==> src/rtl/mmio_uart_tx.sv <==
// mmio_uart_tx -- memory-mapped UART transmitter sitting beside the data RAM.
//
// Stores to TXDATA queue bytes into a small TX FIFO; a serializer drains the
// FIFO onto an 8N1 line, LSB first. Loads return q/hit_q one cycle later, the
// same latency as the RAM, so write-back can mux between the two.
//
// Register window (8 bytes at BASE_ADDR, address[1:0] ignored):
//   +0 TXDATA  write: push data[7:0]      read: 0
//   +4 STATUS  read : bit0 full, bit1 empty, bit2 busy, bit3 overflow (sticky),
//                     bit4 parity enabled, bits[15:8] FIFO count
//              write: data[3]=1 clears overflow
//
// Build option: define UART_TX_PARITY_EN to insert an even-parity bit between
// the last data bit and the stop bit.
//
// Ports:
//   clk      core clock
//   reset_n  asynchronous active-low reset
//   address  byte address from the memory stage
//   data     store data
//   wren     store strobe
//   rden     load strobe
//   q        registered load data
//   hit_q    registered: previous-cycle load hit this window
//   tx       serial line, idle high

module mmio_uart_tx #(
   parameter logic [31:0] BASE_ADDR  = 32'hFFFF_0000,
   parameter int          CLK_DIV    = 434,
   parameter int          FIFO_DEPTH = 8
) (
   input  logic        clk,
   input  logic        reset_n,
   input  logic [31:0] address,
   input  logic [31:0] data,
   input  logic        wren,
   input  logic        rden,
   output logic [31:0] q,
   output logic        hit_q,
   output logic        tx
);

   // state  | meaning
   // IDLE   | line high, waiting for a byte in the FIFO
   // START  | start bit (low) for CLK_DIV cycles
   // DATA   | 8 data bits, LSB first, CLK_DIV cycles each
   // PARITY | even parity bit (only with UART_TX_PARITY_EN)
   // STOP   | stop bit (high); on its last cycle chain straight into the next byte

   localparam int AW = $clog2(FIFO_DEPTH);
   localparam int CW = AW + 1;
   localparam int TW = $clog2(CLK_DIV);
   localparam logic [TW-1:0] BIT_RELOAD = TW'(CLK_DIV - 1);

`ifdef UART_TX_PARITY_EN
   typedef enum logic [2:0] {ST_IDLE, ST_START, ST_DATA, ST_PARITY, ST_STOP} state_t;
`else
   typedef enum logic [1:0] {ST_IDLE, ST_START, ST_DATA, ST_STOP} state_t;
`endif

   state_t        state;
   logic [TW-1:0] bit_cnt;
   logic [2:0]    bit_idx;
   logic [7:0]    shift;
`ifdef UART_TX_PARITY_EN
   logic          par_bit;
`endif

   logic [7:0]    fifo_mem [FIFO_DEPTH];
   logic [AW-1:0] wr_ptr;
   logic [AW-1:0] rd_ptr;
   logic [CW-1:0] count;
   logic          overflow;

   logic hit, sel_status, wr_txdata, wr_status;
   logic full, empty, busy, push, pop;
   logic [7:0]  head;
   logic [31:0] status;
   logic        unused_bits;

   assign hit        = address[31:3] == BASE_ADDR[31:3];
   assign sel_status = address[2];
   assign wr_txdata  = wren & hit & ~sel_status;
   assign wr_status  = wren & hit & sel_status;

   assign full  = count == CW'(FIFO_DEPTH);
   assign empty = count == '0;
   assign busy  = state != ST_IDLE;
   assign head  = fifo_mem[rd_ptr];

   // full/empty come from registered count, so a push into a full FIFO is
   // dropped even if the serializer pops on the same edge
   assign push = wr_txdata & ~full;
   assign pop  = ~empty & ((state == ST_IDLE) | ((state == ST_STOP) & (bit_cnt == '0)));

   assign unused_bits = &{1'b0, address[1:0], data[31:8]};

   always_comb begin
      status       = '0;
      status[0]    = full;
      status[1]    = empty;
      status[2]    = busy;
      status[3]    = overflow;
      status[15:8] = 8'(count);
`ifdef UART_TX_PARITY_EN
      status[4]    = 1'b1;
`endif
   end

   // FIFO storage needs no reset; pointers and count define its contents
   always_ff @(posedge clk) begin
      if (push) fifo_mem[wr_ptr] <= data[7:0];
   end

   always_ff @(posedge clk or negedge reset_n) begin
      if (!reset_n) begin
         wr_ptr   <= '0;
         rd_ptr   <= '0;
         count    <= '0;
         overflow <= 1'b0;
      end else begin
         if (push) wr_ptr <= wr_ptr + AW'(1);
         if (pop)  rd_ptr <= rd_ptr + AW'(1);
         case ({push, pop})
            2'b10:   count <= count + CW'(1);
            2'b01:   count <= count - CW'(1);
            default: ;
         endcase
         if (wr_txdata & full)          overflow <= 1'b1;
         else if (wr_status & data[3])  overflow <= 1'b0;
      end
   end

   always_ff @(posedge clk or negedge reset_n) begin
      if (!reset_n) begin
         q     <= '0;
         hit_q <= 1'b0;
      end else begin
         hit_q <= rden & hit;
         q     <= (rden & hit & sel_status) ? status : '0;
      end
   end

   always_ff @(posedge clk or negedge reset_n) begin
      if (!reset_n) begin
         state   <= ST_IDLE;
         bit_cnt <= '0;
         bit_idx <= '0;
         shift   <= '0;
         tx      <= 1'b1;
`ifdef UART_TX_PARITY_EN
         par_bit <= 1'b0;
`endif
      end else begin
         case (state)
            ST_IDLE: begin
               if (pop) begin
                  state   <= ST_START;
                  bit_cnt <= BIT_RELOAD;
                  shift   <= head;
                  tx      <= 1'b0;
`ifdef UART_TX_PARITY_EN
                  par_bit <= ^head;
`endif
               end
            end
            ST_START: begin
               if (bit_cnt != '0) begin
                  bit_cnt <= bit_cnt - TW'(1);
               end else begin
                  state   <= ST_DATA;
                  bit_cnt <= BIT_RELOAD;
                  bit_idx <= '0;
                  tx      <= shift[0];
                  shift   <= {1'b0, shift[7:1]};
               end
            end
            ST_DATA: begin
               if (bit_cnt != '0) begin
                  bit_cnt <= bit_cnt - TW'(1);
               end else if (bit_idx == 3'd7) begin
                  bit_cnt <= BIT_RELOAD;
`ifdef UART_TX_PARITY_EN
                  state   <= ST_PARITY;
                  tx      <= par_bit;
`else
                  state   <= ST_STOP;
                  tx      <= 1'b1;
`endif
               end else begin
                  bit_cnt <= BIT_RELOAD;
                  bit_idx <= bit_idx + 3'd1;
                  tx      <= shift[0];
                  shift   <= {1'b0, shift[7:1]};
               end
            end
`ifdef UART_TX_PARITY_EN
            ST_PARITY: begin
               if (bit_cnt != '0) begin
                  bit_cnt <= bit_cnt - TW'(1);
               end else begin
                  state   <= ST_STOP;
                  bit_cnt <= BIT_RELOAD;
                  tx      <= 1'b1;
               end
            end
`endif
            ST_STOP: begin
               if (bit_cnt != '0) begin
                  bit_cnt <= bit_cnt - TW'(1);
               end else if (pop) begin
                  // back-to-back frame: no idle gap between stop and start
                  state   <= ST_START;
                  bit_cnt <= BIT_RELOAD;
                  shift   <= head;
                  tx      <= 1'b0;
`ifdef UART_TX_PARITY_EN
                  par_bit <= ^head;
`endif
               end else begin
                  state   <= ST_IDLE;
                  tx      <= 1'b1;
               end
            end
            default: begin
               state <= ST_IDLE;
               tx    <= 1'b1;
            end
         endcase
      end
   end

endmodule

==> config.mk <==
export PLATFORM = sky130hd
export DESIGN_NAME = mmio_uart_tx
export DESIGN_NICKNAME = d
export VERILOG_FILES = /design/src/rtl/mmio_uart_tx.sv
export SDC_FILE = /design/constraint.sdc
export NUM_CORES = 1
export LEC_CHECK = 0
export ABC_CLOCK_PERIOD_IN_PS = 2600
export CAP_MARGIN = 40
export CORE_ASPECT_RATIO = 2
export CORE_MARGIN = 2
export CORE_UTILIZATION = 47
export DETAILED_ROUTE_END_ITERATION = 10
export PLACE_DENSITY = 0.79
export REMOVE_ABC_BUFFERS = 1
export SYNTH_ARGS = -nofsm -noshare
export SYNTH_HDL_FRONTEND = slang
export SYNTH_SLANG_ARGS = --single-unit
==> constraint.sdc <==
create_clock -name clk -period 2.6 [get_ports clk]
set_input_delay 0.39 -clock clk [delete_from_list [all_inputs] [get_ports clk]]
set_output_delay 0.39 -clock clk [all_outputs]
set_load 0.02 [all_outputs]
==> flow_results.xml <==
<?xml version="1.0" encoding="UTF-8"?>
<metrics>
  <group name="synthesis">
    <metric name="seq_area_frac_synth" unit="%">58.3</metric>
    <metric name="post_synth_inst_count" unit="">370</metric>
    <metric name="synthAdderAreaFrac" unit="%">3.41</metric>
    <metric name="synth.ff_latch_count" unit="">107</metric>
    <metric name="synth_warnings" unit="">0</metric>
    <metric name="synth_flop_cell" unit="">sky130_fd_sc_hd__edfxtp_1</metric>
    <metric name="synthMuxAreaShare" unit="%">11.8</metric>
    <metric name="synth_xor_xnor_area_share" unit="%">1.70</metric>
    <metric name="synth-simple-area-share" unit="%">10.7</metric>
    <metric name="synthDistinctLibCells" unit="">62</metric>
    <metric name="async_reset_ff_share" unit="%">40.2</metric>
    <metric name="synth_compound_area_share" unit="%">8.15</metric>
    <metric name="syn_area_per_cell" unit="sq um">13.9</metric>
    <metric name="synth_edf_count" unit="">64</metric>
    <metric name="total_standard_cell_area_after_synthesis" unit="sq um">5140</metric>
    <metric name="synth_top_family_by_area" unit="">multiplexers</metric>
  </group>
  <group name="final_layout">
    <metric name="final_layout_size_suffix_gt1_share" unit="%">23.9</metric>
    <metric name="antenna_cells" unit="">0</metric>
    <metric name="area_growth" unit="%">23.7</metric>
    <metric name="finalCoreUtilization" unit="%">58.8</metric>
    <metric name="finalNetCount" unit="">534</metric>
  </group>
  <group name="pwr">
    <metric name="powerDensity" unit="nW/um^2">569</metric>
    <metric name="p_int" unit="mW">2.85</metric>
    <metric name="swShare" unit="%">21.3</metric>
    <metric name="power.share.sequential" unit="%">52.0</metric>
    <metric name="comb_power_share" unit="%">6.1</metric>
    <metric name="peakVddDrop" unit="uV">404</metric>
    <metric name="power_switching" unit="mW">0.770</metric>
    <metric name="p_leak" unit="nW">2.52</metric>
    <metric name="power.share.clock" unit="%">41.9</metric>
    <metric name="totalPowerFinal" unit="mW">3.62</metric>
  </group>
  <group name="clock_tree">
    <metric name="cts_buffer_depth" unit="">2</metric>
    <metric name="tritoncts" unit="">yes</metric>
    <metric name="cts_inserted_buffers" unit="">9</metric>
    <metric name="cts_h_tree_depth" unit="">3</metric>
    <metric name="clock_sink_count" unit="">107</metric>
    <metric name="clock_insertion_delay_worst_skew" unit="ns">0.35</metric>
    <metric name="clk_pin_slew" unit="ns">0.08</metric>
    <metric name="cts_root_buf" unit="">sky130_fd_sc_hd__clkbuf_16</metric>
  </group>
  <group name="routing">
    <metric name="drt_first_pass_iters" unit="">4</metric>
    <metric name="detail_route.wl_per_cell" unit="microns">17.5</metric>
    <metric name="antenna_violating_nets_post_route" unit="">0</metric>
    <metric name="via_count" unit="">3273</metric>
    <metric name="postRouteWirelength" unit="microns">10400</metric>
    <metric name="route.detailed.drc" unit="">0</metric>
    <metric name="detail_route.vias_per_cell" unit="">5.48</metric>
    <metric name="first_iter_violations" unit="">157</metric>
  </group>
  <group name="global_routing">
    <metric name="grt_util_met1" unit="%">18.8</metric>
    <metric name="number_of_antenna_violations_at_the_first_check_in_global_routing" unit="">0</metric>
    <metric name="grt-busiest-layer" unit="">met2</metric>
    <metric name="grt.met2_usage" unit="%">35.3</metric>
    <metric name="grt_first_pass_wirelength" unit="microns">16800</metric>
    <metric name="final_global_route_overflow_total" unit="">0</metric>
    <metric name="grt_start_max_net_pins" unit="">27</metric>
    <metric name="via_count_of_the_first_global_routing_pass" unit="">3420</metric>
    <metric name="groute.layer.met3.usage" unit="%">3.21</metric>
    <metric name="overall_global_routing_usage" unit="%">18.5</metric>
  </group>
  <group name="worst_setup_path">
    <metric name="critPathRequiredTime" unit="ns">2.88</metric>
    <metric name="cp-start-kind" unit="">flip-flop</metric>
    <metric name="crit_type" unit="">flip-flop to flip-flop</metric>
    <metric name="critical_path_arrival" unit="ns">2.76</metric>
    <metric name="crit_path_end_kind" unit="">flip-flop</metric>
    <metric name="crit_fanout" unit="">4</metric>
  </group>
  <group name="sta">
    <metric name="post-route-period-util" unit="%">95.7</metric>
    <metric name="finalHoldViolations" unit="">0</metric>
    <metric name="hold_ws" unit="ns">0.489</metric>
    <metric name="timing.fmax" unit="MHz">402</metric>
    <metric name="rsz_0062_raised_after_global_routing" unit="">yes</metric>
    <metric name="final-setup-viol-count" unit="">0</metric>
    <metric name="largest_clock_skew_in_the_final_design" unit="ns">0.00812</metric>
    <metric name="report.final.slew_viol_count" unit="">0</metric>
    <metric name="layout_min_cycle_time" unit="ns">2.49</metric>
    <metric name="final.setup.tns" unit="ns">0</metric>
    <metric name="worst_slew_margin_rel" unit="%">50.2</metric>
    <metric name="postLayoutSetupSlackWorst" unit="ns">0.112</metric>
    <metric name="tightest_slew" unit="ns">0.747</metric>
  </group>
  <group name="die">
    <metric name="chipWidth" unit="microns">77.9</metric>
    <metric name="floorplan.io_pins" unit="">102</metric>
    <metric name="fp-row-count" unit="">54</metric>
    <metric name="placeableCoreArea" unit="sq um">10800</metric>
    <metric name="initial_utilization" unit="%">47.5</metric>
    <metric name="dieArea" unit="sq um">11800</metric>
    <metric name="die_height" unit="microns">152</metric>
  </group>
  <group name="place">
    <metric name="count_of_input_and_output_buffers" unit="">51</metric>
    <metric name="place.gp.congestion" unit="">0.852</metric>
    <metric name="place_hpwl" unit="microns">7460</metric>
    <metric name="placement.setup.worst_slack" unit="ns">-0.354</metric>
  </group>
  <group name="flow_run">
    <metric name="maxCapViolCount" unit="">0</metric>
  </group>
  <group name="status">
    <metric name="run_status" unit="">finished, final reports clean</metric>
  </group>
  <group name="min_path">
    <metric name="hold_path.class" unit="">input port to asynchronous set/reset pin</metric>
  </group>
</metrics>
==> metal layers <==
metal | wire [microns] | vias up
li1 | - | 1546
met1 | 3720 | 1644
met2 | 6180 | 58
met3 | 238 | 25
met4 | 308 | 0
met5 | 0 | -
==> power groups by stage <==
stage | registers [mW] | logic (mW) | clock network, mW
finish | 1.88 | 0.221 | 1.52
floorplan | 1.91 | 0.115 | 0
detailed placement | 1.91 | 0.215 | 0
global placement | 1.91 | 0.207 | 0
CTS | 1.88 | 0.220 | 1.55
global route | 1.89 | 0.236 | 1.61
==> timing repair <==
item,CTS,global route
pin swaps,1,14
hold buffers,1,0
gates resized for setup,3,21
setup endpoints to repair,2,2
buffers inserted,0,6
endpoints found under the hold margin,17,0
==> critical path: stages (launching register included) <==
cell	delay, ns
sky130_fd_sc_hd__dfrtp_1	0.41
sky130_fd_sc_hd__buf_4	0.15
sky130_fd_sc_hd__or4_4	0.56
sky130_fd_sc_hd__nand4_4	0.12
sky130_fd_sc_hd__nand2_2	0.08
sky130_fd_sc_hd__buf_4	0.14
sky130_fd_sc_hd__ha_1	0.20
sky130_fd_sc_hd__nor4bb_2	0.32
sky130_fd_sc_hd__a211oi_1	0.10
sky130_fd_sc_hd__a211oi_2	0.18
sky130_fd_sc_hd__xor2_1	0.16
==> sequential cells by signal (all words and copies together), names as in the netlist <==
signal    cells
count         4
overflow      1
bit_cnt       9
tx            1
shift         8
state         2
bit_idx       3
rd_ptr        3
fifo_mem     64
wr_ptr        3
q             8
hit_q         1
==> metrics by stage <==
step / std cells / area (sq um)
4_1_cts: 591 / 6240
5_1_grt: 597 / 6360
2_1_floorplan: 353 / 4970
3_3_place_gp: 574 / 5870
6_report: 597 / 6360
3_5_place_dp: 574 / 5870
==> Yosys cell counts, types with 2 or more instances <==
master / number / share of area (%)
sky130_fd_sc_hd__a211oi_1: 3 / 0.44
sky130_fd_sc_hd__mux2i_1: 8 / 1.6
sky130_fd_sc_hd__nand2_1: 15 / 1.1
sky130_fd_sc_hd__o21ai_0: 15 / 1.5
sky130_fd_sc_hd__or4b_2: 2 / 0.39
sky130_fd_sc_hd__a31oi_1: 6 / 0.73
sky130_fd_sc_hd__edfxtp_1: 64 / 37
sky130_fd_sc_hd__clkbuf_1: 8 / 0.58
sky130_fd_sc_hd__nand2b_1: 2 / 0.24
sky130_fd_sc_hd__a2bb2oi_1: 2 / 0.34
sky130_fd_sc_hd__a22o_1: 5 / 0.85
sky130_fd_sc_hd__nor4b_1: 3 / 0.51
sky130_fd_sc_hd__ha_1: 14 / 3.4
sky130_fd_sc_hd__o31a_1: 2 / 0.34
sky130_fd_sc_hd__o41a_1: 2 / 0.44
sky130_fd_sc_hd__and2_1: 5 / 0.61
sky130_fd_sc_hd__and3_1: 3 / 0.37
sky130_fd_sc_hd__mux2_4: 8 / 2.3
sky130_fd_sc_hd__nor3_1: 11 / 1.1
sky130_fd_sc_hd__nor2_1: 15 / 1.1
sky130_fd_sc_hd__mux4_2: 16 / 7.0
sky130_fd_sc_hd__buf_2: 4 / 0.39
sky130_fd_sc_hd__a21oi_1: 10 / 0.97
sky130_fd_sc_hd__or4_1: 3 / 0.44
sky130_fd_sc_hd__a211o_1: 2 / 0.34
sky130_fd_sc_hd__buf_4: 24 / 3.5
sky130_fd_sc_hd__mux2_2: 4 / 0.88
sky130_fd_sc_hd__xor2_1: 6 / 1.0
sky130_fd_sc_hd__xnor2_1: 4 / 0.68
sky130_fd_sc_hd__buf_6: 2 / 0.44
sky130_fd_sc_hd__nand3_1: 5 / 0.49
sky130_fd_sc_hd__nor4_1: 7 / 0.85
sky130_fd_sc_hd__inv_1: 11 / 0.80
sky130_fd_sc_hd__and4_1: 2 / 0.34
sky130_fd_sc_hd__buf_1: 2 / 0.15
sky130_fd_sc_hd__nand4_1: 6 / 0.73
sky130_fd_sc_hd__o32a_1: 3 / 0.58
sky130_fd_sc_hd__dfrtp_1: 42 / 20
==> path summary, 6_finish.rpt <==
path	from	endpoint	slack, ns	depth (start not counted)
max in group asynchronous	reset_n	tx	1.37	3
min in group clk	overflow	overflow	0.49	1
min reg2reg	overflow	overflow	0.49	1
max	count[2]	count[3]	0.11	10
max reg2reg	count[2]	count[3]	0.11	10
min	reset_n	q[2]	0.49	2
==> cell type report <==
type,count,area [sq um]
fillers,834,4450
flip-flops and latches,107,3000
multi-input cells,235,2010
repair buffers,88,798
clock buffers,9,225
well taps,140,175
clock inverters,7,111
inverters,11,41.3
==> cells in the final DEF, fill, tap and decap left out, drive strengths merged, types with 5 or more instances in the layout <==
cell type and instances:
nand4 7, nor3 11, nor2 15, mux2 12, inv 16, dlymetal6s2s 5, a21oi 10, xor2 6
nand2 15, buf 37, nor4 8, a22o 5, clkbuf 9, nand3 5, a31oi 6, o21ai 15
edfxtp 64, and2 5, ha 14, mux4 16, mux2i 8, conb 24, dfrtp 42, clkdlybuf4s50 45
==> cell families after synthesis <==
group,count (synthesis)
fa+ha+maj,14
simple gates,91
other cells,1
compound gates,60
xor+xnor,10
mux,36
flops,107
buf+inv,51
No activity file was read; power rests on OpenSTA's default activity.
